## config.mk

```make
export PLATFORM = sky130hd
export DESIGN_NAME = i2c_poll_flat
export DESIGN_NICKNAME = d
export VERILOG_FILES = /design/src/rtl/i2c_poll_if.sv /design/src/rtl/i2c_poll.sv /design/src/flat_wrapper.sv
export SDC_FILE = /design/constraint.sdc
export NUM_CORES = 1
export LEC_CHECK = 0
export CAP_MARGIN = 0
export CORE_AREA = 2 2 92 94
export CTS_CLUSTER_SIZE = 30
export DETAILED_ROUTE_END_ITERATION = 16
export DIE_AREA = 0 0 94 96
export HOLD_SLACK_MARGIN = 0.12
export PLACE_DENSITY = 0.91
export SYNTH_ARGS = -nofsm -noshare
export SYNTH_HDL_FRONTEND = slang
export SYNTH_SLANG_ARGS = --single-unit
```

## constraint.sdc

```tcl
create_clock -name clk -period 2.42 [get_ports clk]
set_clock_uncertainty 0.15 [all_clocks]
set_input_delay 0.726 -clock clk [delete_from_list [all_inputs] [get_ports clk]]
set_output_delay 0.726 -clock clk [all_outputs]
set_load 0.02 [all_outputs]
```

## src/rtl/i2c_poll_if.sv

```systemverilog
// ----------------------------------------------------------------------------
// i2c_poll_if
// Handshake bundle between the periodic poller and a byte-oriented I2C master.
//   m_din     : write payload, byte BYTES_W-1 is sent first
//   m_ain     : 7-bit slave address in bits [6:0]
//   m_opcode  : 0 = write, 1 = read
//   m_ptr_set : write carries only the register pointer
//   m_vin     : one-cycle start strobe for the master
//   m_dout    : read payload returned by the master
//   m_vout    : m_dout valid qualifier
//   m_busy    : master is executing a transaction
// Modport master: the side that issues requests (the poller).
// Modport slave : the I2C master engine that serves them.
// ----------------------------------------------------------------------------
interface i2c_poll_if #(
    parameter int BYTES_W = 3,
    parameter int BYTES_R = 2
);
    logic [BYTES_W*8-1:0] m_din;
    logic [7:0]           m_ain;
    logic                 m_opcode;
    logic                 m_ptr_set;
    logic                 m_vin;
    logic [BYTES_R*8-1:0] m_dout;
    logic                 m_vout;
    logic                 m_busy;

    modport master (
        output m_din, m_ain, m_opcode, m_ptr_set, m_vin,
        input  m_dout, m_vout, m_busy
    );

    modport slave (
        input  m_din, m_ain, m_opcode, m_ptr_set, m_vin,
        output m_dout, m_vout, m_busy
    );
endinterface

```

## src/rtl/i2c_poll.sv

```systemverilog
// ----------------------------------------------------------------------------
// i2c_poll
// Periodically reads one register of an I2C slave through an I2C master
// engine (pointer write followed by a read), and forwards configuration
// writes requested by the host in between polls.
//   clk, rst  : clock, synchronous active-high reset
//   enable    : periodic polling allowed
//   cfg_v     : configuration write request (accepted when cfg_rdy=1)
//   cfg_data  : configuration write payload
//   cfg_rdy   : cfg_v is accepted this cycle
//   res_data  : last register value read
//   res_v     : one-cycle pulse, res_data updated
//   err       : one-cycle pulse on master handshake timeout
//   bus       : request/response handshake with the I2C master engine
// ----------------------------------------------------------------------------
module i2c_poll #(
    parameter int          PERIOD   = 1000000,
    parameter int          TIMEOUT  = 65535,
    parameter int          BYTES_W  = 3,
    parameter int          BYTES_R  = 2,
    parameter logic [7:0]  DEV_ADDR = 8'h48,
    parameter logic [7:0]  REG_PTR  = 8'h00
) (
    input  logic                 clk,
    input  logic                 rst,
    input  logic                 enable,
    input  logic                 cfg_v,
    input  logic [BYTES_W*8-1:0] cfg_data,
    output logic                 cfg_rdy,
    output logic [BYTES_R*8-1:0] res_data,
    output logic                 res_v,
    output logic                 err,
    i2c_poll_if.master           bus
);
    localparam int TMR_W = (PERIOD > 1) ? $clog2(PERIOD) : 1;
    localparam int TO_W  = (TIMEOUT > 1) ? $clog2(TIMEOUT) : 1;
    localparam logic [TMR_W-1:0] TMR_LAST = TMR_W'(PERIOD - 1);
    localparam logic [TO_W-1:0]  TO_LAST  = TO_W'(TIMEOUT - 1);
    // Pointer-only write: register pointer in the first-sent byte lane.
    localparam logic [BYTES_W*8-1:0] PTR_WORD = {REG_PTR, {(BYTES_W-1)*8{1'b0}}};

    typedef enum logic [2:0] {
        IDLE, WAIT_TMR, PTR_START, PTR_WAIT, RD_START, RD_WAIT, CFG_START, CFG_WAIT
    } state_t;

    state_t               state_q, state_d;
    logic [TMR_W-1:0]     timer_q, timer_d;
    logic [TO_W-1:0]      to_q, to_d;
    logic [BYTES_W*8-1:0] m_din_q, m_din_d;
    logic                 m_opcode_q, m_opcode_d;
    logic                 m_ptr_set_q, m_ptr_set_d;
    logic                 m_vin_q, m_vin_d;
    logic [BYTES_R*8-1:0] res_data_q, res_data_d;
    logic                 res_v_q, res_v_d;
    logic                 err_q, err_d;
    logic                 cfg_accept;
    logic                 to_hit;

    assign cfg_rdy    = ((state_q == IDLE) || (state_q == WAIT_TMR)) && !bus.m_busy;
    assign cfg_accept = cfg_v && cfg_rdy;
    assign to_hit     = (to_q == TO_LAST);

    always_comb begin
        state_d     = state_q;
        timer_d     = '0;            // timer only survives while waiting in WAIT_TMR
        to_d        = '0;            // timeout counter restarts on every state change
        m_din_d     = m_din_q;
        m_opcode_d  = m_opcode_q;
        m_ptr_set_d = m_ptr_set_q;
        m_vin_d     = 1'b0;
        res_data_d  = res_data_q;
        res_v_d     = 1'b0;
        err_d       = 1'b0;

        case (state_q)
            IDLE, WAIT_TMR: begin
                if (cfg_accept) begin
                    // Config wins over a poll start falling in the same cycle.
                    m_din_d     = cfg_data;
                    m_opcode_d  = 1'b0;
                    m_ptr_set_d = 1'b0;
                    m_vin_d     = 1'b1;
                    state_d     = CFG_START;
                end else if (state_q == IDLE) begin
                    if (enable) state_d = WAIT_TMR;
                end else if (!enable) begin
                    state_d = IDLE;
                end else if (timer_q == TMR_LAST) begin
                    if (!bus.m_busy) begin
                        m_din_d     = PTR_WORD;
                        m_opcode_d  = 1'b0;
                        m_ptr_set_d = 1'b1;
                        m_vin_d     = 1'b1;
                        state_d     = PTR_START;
                    end else begin
                        timer_d = timer_q;   // hold off until the master is free
                    end
                end else begin
                    timer_d = timer_q + 1'b1;
                end
            end
            PTR_START, RD_START, CFG_START: begin
                if (to_hit) begin
                    err_d   = 1'b1;
                    state_d = IDLE;
                end else if (bus.m_busy) begin
                    state_d = (state_q == PTR_START) ? PTR_WAIT :
                              (state_q == RD_START)  ? RD_WAIT  : CFG_WAIT;
                end else begin
                    to_d = to_q + 1'b1;
                end
            end
            PTR_WAIT: begin
                if (to_hit) begin
                    err_d   = 1'b1;
                    state_d = IDLE;
                end else if (!bus.m_busy) begin
                    m_opcode_d  = 1'b1;
                    m_ptr_set_d = 1'b0;
                    m_vin_d     = 1'b1;
                    state_d     = RD_START;
                end else begin
                    to_d = to_q + 1'b1;
                end
            end
            RD_WAIT, CFG_WAIT: begin
                if (to_hit) begin
                    // Timeout suppresses any capture so res_v and err never coincide.
                    err_d   = 1'b1;
                    state_d = IDLE;
                end else begin
                    if ((state_q == RD_WAIT) && bus.m_vout) begin
                        res_data_d = bus.m_dout;
                        res_v_d    = 1'b1;
                    end
                    if (!bus.m_busy) begin
                        state_d = enable ? WAIT_TMR : IDLE;
                    end else begin
                        to_d = to_q + 1'b1;
                    end
                end
            end
            default: state_d = IDLE;
        endcase
    end

    always_ff @(posedge clk) begin
        if (rst) begin
            state_q     <= IDLE;
            timer_q     <= '0;
            to_q        <= '0;
            m_din_q     <= '0;
            m_opcode_q  <= 1'b0;
            m_ptr_set_q <= 1'b0;
            m_vin_q     <= 1'b0;
            res_data_q  <= '0;
            res_v_q     <= 1'b0;
            err_q       <= 1'b0;
        end else begin
            state_q     <= state_d;
            timer_q     <= timer_d;
            to_q        <= to_d;
            m_din_q     <= m_din_d;
            m_opcode_q  <= m_opcode_d;
            m_ptr_set_q <= m_ptr_set_d;
            m_vin_q     <= m_vin_d;
            res_data_q  <= res_data_d;
            res_v_q     <= res_v_d;
            err_q       <= err_d;
        end
    end

    assign bus.m_ain     = DEV_ADDR;
    assign bus.m_din     = m_din_q;
    assign bus.m_opcode  = m_opcode_q;
    assign bus.m_ptr_set = m_ptr_set_q;
    assign bus.m_vin     = m_vin_q;
    assign res_data      = res_data_q;
    assign res_v         = res_v_q;
    assign err           = err_q;
endmodule

```

## src/flat_wrapper.sv

```systemverilog
// flat-port wrapper written by rule: the top's interface ports become plain ports
module i2c_poll_flat 
#(
    parameter int          PERIOD   = 1000000,
    parameter int          TIMEOUT  = 65535,
    parameter int          BYTES_W  = 3,
    parameter int          BYTES_R  = 2,
    parameter logic [7:0]  DEV_ADDR = 8'h48,
    parameter logic [7:0]  REG_PTR  = 8'h00
)
  (clk, rst, enable, cfg_v, cfg_data, cfg_rdy, res_data, res_v, err, bus_m_din, bus_m_ain, bus_m_opcode, bus_m_ptr_set, bus_m_vin, bus_m_dout, bus_m_vout, bus_m_busy);
  i2c_poll_if #(.BYTES_W(BYTES_W), .BYTES_R(BYTES_R)) bus_i ();
  input  logic clk;
  input  logic rst;
  input  logic enable;
  input  logic cfg_v;
  input  logic [BYTES_W*8-1:0] cfg_data;
  output logic cfg_rdy;
  output logic [BYTES_R*8-1:0] res_data;
  output logic res_v;
  output logic err;
  output wire logic [$bits(bus_i.m_din)-1:0] bus_m_din;
  output wire logic [$bits(bus_i.m_ain)-1:0] bus_m_ain;
  output wire logic [$bits(bus_i.m_opcode)-1:0] bus_m_opcode;
  output wire logic [$bits(bus_i.m_ptr_set)-1:0] bus_m_ptr_set;
  output wire logic [$bits(bus_i.m_vin)-1:0] bus_m_vin;
  input wire logic [$bits(bus_i.m_dout)-1:0] bus_m_dout;
  input wire logic [$bits(bus_i.m_vout)-1:0] bus_m_vout;
  input wire logic [$bits(bus_i.m_busy)-1:0] bus_m_busy;
  assign bus_m_din = bus_i.m_din;
  assign bus_m_ain = bus_i.m_ain;
  assign bus_m_opcode = bus_i.m_opcode;
  assign bus_m_ptr_set = bus_i.m_ptr_set;
  assign bus_m_vin = bus_i.m_vin;
  assign bus_i.m_dout = bus_m_dout;
  assign bus_i.m_vout = bus_m_vout;
  assign bus_i.m_busy = bus_m_busy;
  i2c_poll #(.PERIOD(PERIOD), .TIMEOUT(TIMEOUT), .BYTES_W(BYTES_W), .BYTES_R(BYTES_R), .DEV_ADDR(DEV_ADDR), .REG_PTR(REG_PTR)) u_core (.clk(clk), .rst(rst), .enable(enable), .cfg_v(cfg_v), .cfg_data(cfg_data), .cfg_rdy(cfg_rdy), .res_data(res_data), .res_v(res_v), .err(err), .bus(bus_i));
endmodule
```

# Word-level counts from Yosys, hierarchy flattened
# Cells that the tools add are included.
[classes]
reduce_logical = 21
bitwise_logic = 5
addsub = 2
eq_ne = 24
n_mux = 51
[ops]
columns = ["op", "count"]
rows = [
  ["$mux W24", 5],
  ["$mux W16", 4],
  ["$mux W20", 2],
  ["$mux W3", 13],
  ["$pmux W16 S2", 1],
  ["$mux W1", 21],
  ["$add A20 B1 Y20 const B", 1],
  ["$eq A20 B20 Y1 const B", 1],
  ["$ne A3 B2 Y1 const B", 6],
  ["$add A16 B1 Y16 const B", 1],
  ["$eq A16 B16 Y1 const B", 1],
  ["$eq A3 B3 Y1 const B", 4],
  ["$pmux W3 S4", 1],
  ["$reduce_or A3 Y1", 3],
  ["$reduce_and A7 Y1", 1],
  ["$eq A3 B2 Y1 const B", 2],
  ["$ne A2 B2 Y1 const B", 3],
  ["$pmux W1 S2", 3],
  ["$reduce_and A6 Y1", 1],
  ["$reduce_bool A2 Y1", 3],
  ["$reduce_or A2 Y1", 3],
  ["$reduce_or A6 Y1", 1],
  ["$ne A5 B2 Y1 const B", 1],
  ["$ne A5 B3 Y1 const B", 1],
  ["13 further kinds", 20],
]
[totals]
out_inout_bits = 54
input_bits = 46
ff_bits = 84

# Depth between registers and ports, before layout
# Gate-level depths: netlist of the first run.
[logic_depth]
word_depth = 6
mapped_depth = 8
ltp_nobuf = 7

# Least setup slack after synthesis of the first run
# OpenSTA, ideal clock, no wires.
[synth_path]
path_kind = "input port to output port"
startpoint = "in bus_m_busy"
endpoint = "out cfg_rdy"
stages = 2
arrival_ns = 1.309
path_buffers = 1
setup_slack_ns = 0.235
cell_sequence = "buf_6 nor3_1"
[synth_between]
elab_chain_cells = 2
[synth_rtl]
columns = ["item", "line", "rtl"]
rows = [
  ["from (decl)", "flat_wrapper.sv:29", "input wire logic [$bits(bus_i.m_busy)-1:0] bus_m_busy;"],
  ["$logic_not A1 Y1", "i2c_poll.sv:59", "assign cfg_rdy = ((state_q == IDLE) || (state_q == WAIT_TMR)) && !bus.m_busy;"],
  ["$logic_and A1 B1 Y1", "i2c_poll.sv:59", ""],
  ["to (decl)", "flat_wrapper.sv:18", "output logic cfg_rdy;"],
]
# Every way passes these cells.

# Worst setup path in the final report of the first run
# Ends and elaborated chain as after synthesis.

==> run summary, run 1 <==
placed wire-length estimate: 6790 um
GRT Residual Overflow: 0
initial antenna violation count: 0
worst setup margin: 0.0467 ns
Setup CP Type: in2out
flops & latches, synth: 84
Rel. slew slack: 0.629
max_cap viols: 0
R2R setup slack: 0.16 ns
YS warnings: 0
vias post-DR: 3377
fin util: 0.637
Max Freq: 0.421 GHz
non-filler cells, final: 629
Internal Pwr Total: 2.59 mW
worst-path fanout max: 2
Worst Tran Pin Value: 0.551 ns
Post-synth EDFFs: 0
sw frac: 0.291
placed insts: 613
hold path endpoint: u_core.to_q[0]
routed len/inst: 15.0 um
I/O pin count: 100
Critical R2R Capture: u_core.state_q[1]
mapped cell area: 3820 um2
ranking of synthesized cells by area: dfxtp_1, nor2_1, a2bb2oi_1
Worst EP arrival: 1.50 ns
ratio of cells with drive above 1 in the final layout: 0.109
type of the most critical hold path: reg2reg
clock net sink count: 84
Max VDD drop: 0.533 mV
drt first-iter violations: 170
grt met2 use: 0.377
Reg clk slew, reported paths: 0.08 ns
CTS tree: done
final instance area: 5130 um2
Placer Congestion: 0.960
Leakage: 1.85 nW
final worst-path cycle share: 0.981
DRT antenna net count: 0
layout filler cell count: 620
vias in the first global route: 3477
Worst-Skew Late Latency: 0.35 ns
Max clock buf depth: 2
cell taking the most area after synthesis: dfxtp_1
worst reg-to-reg path cell count: 6
critical path required time: 1.54 ns
critical path launch point type: input port
worst hold stages: 1
All-Layer GR Usage: 0.217
Setup crit end kind: output port
min Tclk post-route: 2.37 ns
met1 Use GR: 0.239
Max Slew Vio Count: 0
Netlist cell types: 61
Psw: 1.06 mW
outcome: complete, no violations
Post-synth top cells: dfxtp_1, nor2_1, nand2_1, a2bb2oi_1, xor2_1
Die Wd: 94 um
Via density: 5.37
core area: 8050 um2
final WL: 9410 um
power share of the clock group: 0.325
Final Hold Fails: 0
register share of total power: 0.422
PD cells: 710 nW/um2
DRC viols: 0
Synth top area share: 0.440
Setup Viol. Count Final: 0
Die H: 96 um
Logic pwr share: 0.253
sequential fraction of the synthesis area: 0.440
post-synthesis cell count: 424
RSZ-0062 raised after global routing: no
Post-synth ARST share: 0
area of the die: 9020 um2
power consumption: 3.65 mW
first-pass GRT wire length: 15500 um
CTS Buf Count: 9
FP Rows: 33
Post-Place Worst Slack: -0.407 ns
CTS Root Buffer Type: clkbuf_8
hold path start: u_core.to_q[0]
most frequent cell after synthesis: dfxtp_1
gr busiest metal: met2
DR pass1 iterations: 4
CTS H-tree lvls: 3
r2r startpoint: u_core.timer_q[0]
Nets: 568
Post-DP Area: 4890 um2
input/output buffers: 91
Avg Inst Size Synth: 9.02 um2
largest net degree at the start of global routing: 35
Post-CTS Setup Inserts: 0
Initial Util: 0.475
ANT cells: 0
Main synth FF type: dfxtp_1
P&R area growth vs syn: 34.2%
met3 Use GR: 0.0807
## per-stage QoR
stage,setup TNS (ns),hold slack [ns]
final,0,0.316
after global routing,0,0.348
after CTS,0,0.319
after detailed placement,-2.93,0.303
after global placement,-1.24,0.285
after floorplan,0,0.275
## what timing repair did
action | in CTS | in global routing
gates resized for setup | 5 | 1
hold buffers | 0 | 0
endpoints found under the setup margin | 1 | 1
## how the worst max path moves through the flow
stage	to	from	cells past startpoint	slack, ns
after floorplan	cfg_rdy	bus_m_busy	2	0.23
after global placement	cfg_rdy	bus_m_busy	3	-0.36
after detailed placement	cfg_rdy	bus_m_busy	3	-0.41
after CTS	cfg_rdy	bus_m_busy	3	0.04
after global routing	cfg_rdy	bus_m_busy	3	0.02
final	cfg_rdy	bus_m_busy	3	0.05
## power by group through the flow
stage / clock (mW) / sequential, mW / combinational (mW)
after floorplan: 0 / 1.62 / 0.492
after global placement: 0 / 1.56 / 0.885
after detailed placement: 0 / 1.57 / 0.918
after CTS: 1.19 / 1.54 / 0.922
after global routing: 1.25 / 1.55 / 0.993
final: 1.18 / 1.54 / 0.923
## routing by layer
metal / vias up / part of all wire
li1: 1642 / -
met3: 29 / 0.080
met5: - / 0
met2: 118 / 0.49
met1: 1588 / 0.40
met4: 0 / 0.027
## registers in the layout (all words and copies together), names as in the netlist
signal                flops
u_core.bus.m_din         24
u_core.timer_q           20
u_core.res_data          16
u_core.to_q              16
u_core.state_q            3
u_core.bus.m_opcode       1
u_core.bus.m_ptr_set      1
u_core.bus.m_vin          1
u_core.err                1
u_core.res_v              1
## layout by cell type (no fill, tap or decap), types with 8 or more instances in the layout
master           instances
a21oi_1                 12
a2bb2oi_1               24
buf_4                   13
clkbuf_8                 9
clkdlybuf4s50_1         89
conb_1                   8
dfxtp_1                 84
mux2i_1                 18
nand2_1                 50
nand3_1                 18
nand4_1                  9
nor2_1                  74
xor2_1                  19
## cell type report
type,instances,area [um2],share of cell area
Clock buffer,10,128,0.0249
Clock inverter,6,113,0.0219
Inverter,6,22.5,0.00439
Multi-Input combinational cell,309,1960,0.381
Sequential cell,84,1680,0.328
Tap cell,105,131,0.0256
Timing Repair Buffer,109,1100,0.214
## cells by family (layout without fill, tap and decap cells)
kind of cell,after synthesis,count (layout),share of synthesized area
AND/OR/NAND/NOR,199,199,0.267
AO/OA/AOI/OAI,55,55,0.116
flip-flops,84,84,0.440
other,2,8,0.00196
multiplexers,19,19,0.0500
XOR/XNOR,25,25,0.0572
adder cells (fa/ha/maj),3,3,0.00981
buffers and inverters,37,131,0.0582
## worst max-delay path: stages
cell and delay (ns):
clkdlybuf4s50_1 0.45, nor3_2 0.13, buf_2 0.19
Power figures use the tool's default switching activity.
==> run 2, diff against run 1 <==
--- a/config.mk
+++ b/config.mk
@@ -10,6 +10,7 @@
 export CTS_CLUSTER_SIZE = 30
 export DETAILED_ROUTE_END_ITERATION = 16
 export DIE_AREA = 0 0 94 96
+export GPL_TIMING_DRIVEN = 0
 export HOLD_SLACK_MARGIN = 0.12
 export PLACE_DENSITY = 0.91
 export SYNTH_ARGS = -nofsm -noshare
==> run 2 against run 1 <==
Sequential share of layout area rose by 0.14 points. Sequential power hardly changed. Largest cell class unchanged. Count of clock-buffer cells in the layout did not move. Non-clock buffer count up 19. Worst setup slack improved by 0.018 ns. Global-route usage grew 0.38 points. Largest power group unchanged. Flip-flop and latch count stayed put. Highest routed layer unchanged. Fmax up 0.77%.
==> run summary, run 2 (same netlist as run 1, synthesis figures left out) <==
outcome: complete, no violations
first-pass GRT wire length: 15900 um (+2.4%)
Logic pwr share: 0.280 (+0.027)
Setup crit end kind: output port
Reg clk slew, reported paths: 0.08 ns (about the same)
DR pass1 iterations: 4 (unchanged)
Final Hold Fails: 0 (unchanged)
Worst path max stage delay: 0.28 ns (-0.17 ns)
Placer Congestion: 0.914 (-4.8%)
Leakage: 1.85 nW (about the same)
CTS Buf Count: 9 (unchanged)
worst-path fanout max: 10 (+8)
drt first-iter violations: 161 (-5.3%)
Max Freq: 0.425 GHz (+0.77%)
max FFs per register: 24 (unchanged)
final worst-path cycle share: 0.973 (-0.00745)
Psw: 1.06 mW (+0.22%)
RSZ-0062 raised after global routing: no
Worst EP arrival: 1.48 ns (-0.02 ns)
slowest cell on the critical path: dlygate4sd2_1
DRC viols: 0 (unchanged)
All-Layer GR Usage: 0.220 (+0.00384)
critical path required time: 1.54 ns (about the same)
PD cells: 651 nW/um2 (-8.3%)
Worst Tran Pin Value: 0.772 ns (+0.220 ns)
core area: 8050 um2 (unchanged)
largest net degree at the start of global routing: 14 (-60%)
final WL: 9670 um (+2.7%)
Setup Viol. Count Final: 0 (unchanged)
power share of the clock group: 0.264 (-0.061)
CTS H-tree lvls: 3 (unchanged)
ANT cells: 0 (unchanged)
Rel. slew slack: 0.481 (-0.147)
CTS Root Buffer Type: clkbuf_8
routed len/inst: 15.0 um (about the same)
ratio of cells with drive above 1 in the final layout: 0.116 (+0.00767)
CP cell instances: dlygate4sd2_1 -> buf_6 -> nor3_1 -> buf_4
P&R area growth vs syn: 33.7%
Nets: 587 (+3.3%)
Die H: 96 um (unchanged)
Via density: 5.26 (-2.0%)
Internal Pwr Total: 2.27 mW (-12%)
min Tclk post-route: 2.36 ns (-0.0180 ns)
I/O pin count: 100 (unchanged)
FP Rows: 33 (unchanged)
clock net sink count: 84 (unchanged)
Max Slew Vio Count: 0 (unchanged)
GRT Residual Overflow: 0 (unchanged)
CTS tree: done
vias post-DR: 3400 (+0.68%)
commonest non-fill, non-tap cell in the layout: clkdlybuf4s50_1
Worst-Skew Late Latency: 0.36 ns (about the same)
type of the most critical hold path: reg2reg
sw frac: 0.319 (+0.0281)
DRT antenna net count: 0 (unchanged)
Setup CP Type: in2out
placed wire-length estimate: 6840 um (+0.81%)
most frequent cells in the layout: clkdlybuf4s50_1, dfxtp_1, nor2_1
register share of total power: 0.456 (+0.034)
fin util: 0.635 (-0.00218)
Max VDD drop: 0.444 mV (-17%)
critical path launch point type: input port
area of the die: 9020 um2 (unchanged)
Max clock buf depth: 2 (unchanged)
vias in the first global route: 3431 (-1.3%)
Initial Util: 0.475 (unchanged)
Die Wd: 94 um (unchanged)
placed insts: 626 (+2.1%)
input/output buffers: 91 (unchanged)
max_cap viols: 0 (unchanged)
initial antenna violation count: 0 (unchanged)
non-filler cells, final: 646 (+2.7%)
run 2: changes by cell type in the layout (fill, tap and decap cells not counted), sizes merged:
cell and delta:
bufinv -3, dlygate4sd2 +1, clkinv +1, buf +2, clkbuf +16
run 2: power groups by stage:
stage                     registers, mW  clock network (mW)  logic (mW)
after global routing               1.53               0.937        1.01
final                              1.52               0.878       0.933
after floorplan                    1.62                   0       0.492
after CTS                          1.52               0.883       0.900
after detailed placement           1.55                   0       0.887
after global placement             1.55                   0       0.857
run 2: what timing repair did:
item | 4_1_cts | 5_1_grt
setup buffers | 3 | 3
hold buffers | 0 | 0
setup endpoints to repair | 51 | 25
pin swaps | 2 | 0
gates resized for setup | 10 | 5
run 2: worst paths after layout:
kind / to / cells past startpoint / slack, ns / startpoint
worst max-delay path: cfg_rdy / 4 / 0.06 / bus_m_busy
worst max register to register: u_core.bus.m_vin / 7 / 0.11 / u_core.timer_q[0]
worst min register to register: u_core.to_q[0] / 1 / 0.32 / u_core.to_q[0]
worst min-delay path: u_core.to_q[0] / 1 / 0.32 / u_core.to_q[0]
run 2: final cells by class:
cell class / count / area (um2)
repair buffers: 97 / 952
clock inverters: 4 / 27.5
plain buffers: 31 / 204
well taps: 105 / 131
flip-flops and latches: 84 / 1680
inverters: 6 / 22.5
multi-input cells: 309 / 1960
fillers: 621 / 2940
clock buffers: 10 / 138
run 2: metrics by stage:
stage               hold WS, ns  area [um2]  power [mW]  setup slack, ns  setup TNS (ns)
global route              0.358        5110        3.47           0.0208               0
detailed placement        0.312        4890        2.44           -0.619          -34.42
finish                    0.321        5110        3.33           0.0647               0
floorplan                 0.275        3850        2.11            0.235               0
CTS                       0.330        5080        3.30          0.00459               0
global placement          0.285        4890        2.40           -0.573          -30.80
run 2: layer usage:
metal  part of all wire  up-vias  global-route usage
met1               0.40     1611               0.247
met4              0.017        0              0.0821
li1                   -     1666                   -
met2               0.49      106               0.382
met3              0.090       17              0.0838
met5                  0        -                   0
run 2: critical path, delay by kind of cell:
kind,cells,cell delay (ns)
buf+inv,3,0.61
simple gates,1,0.13
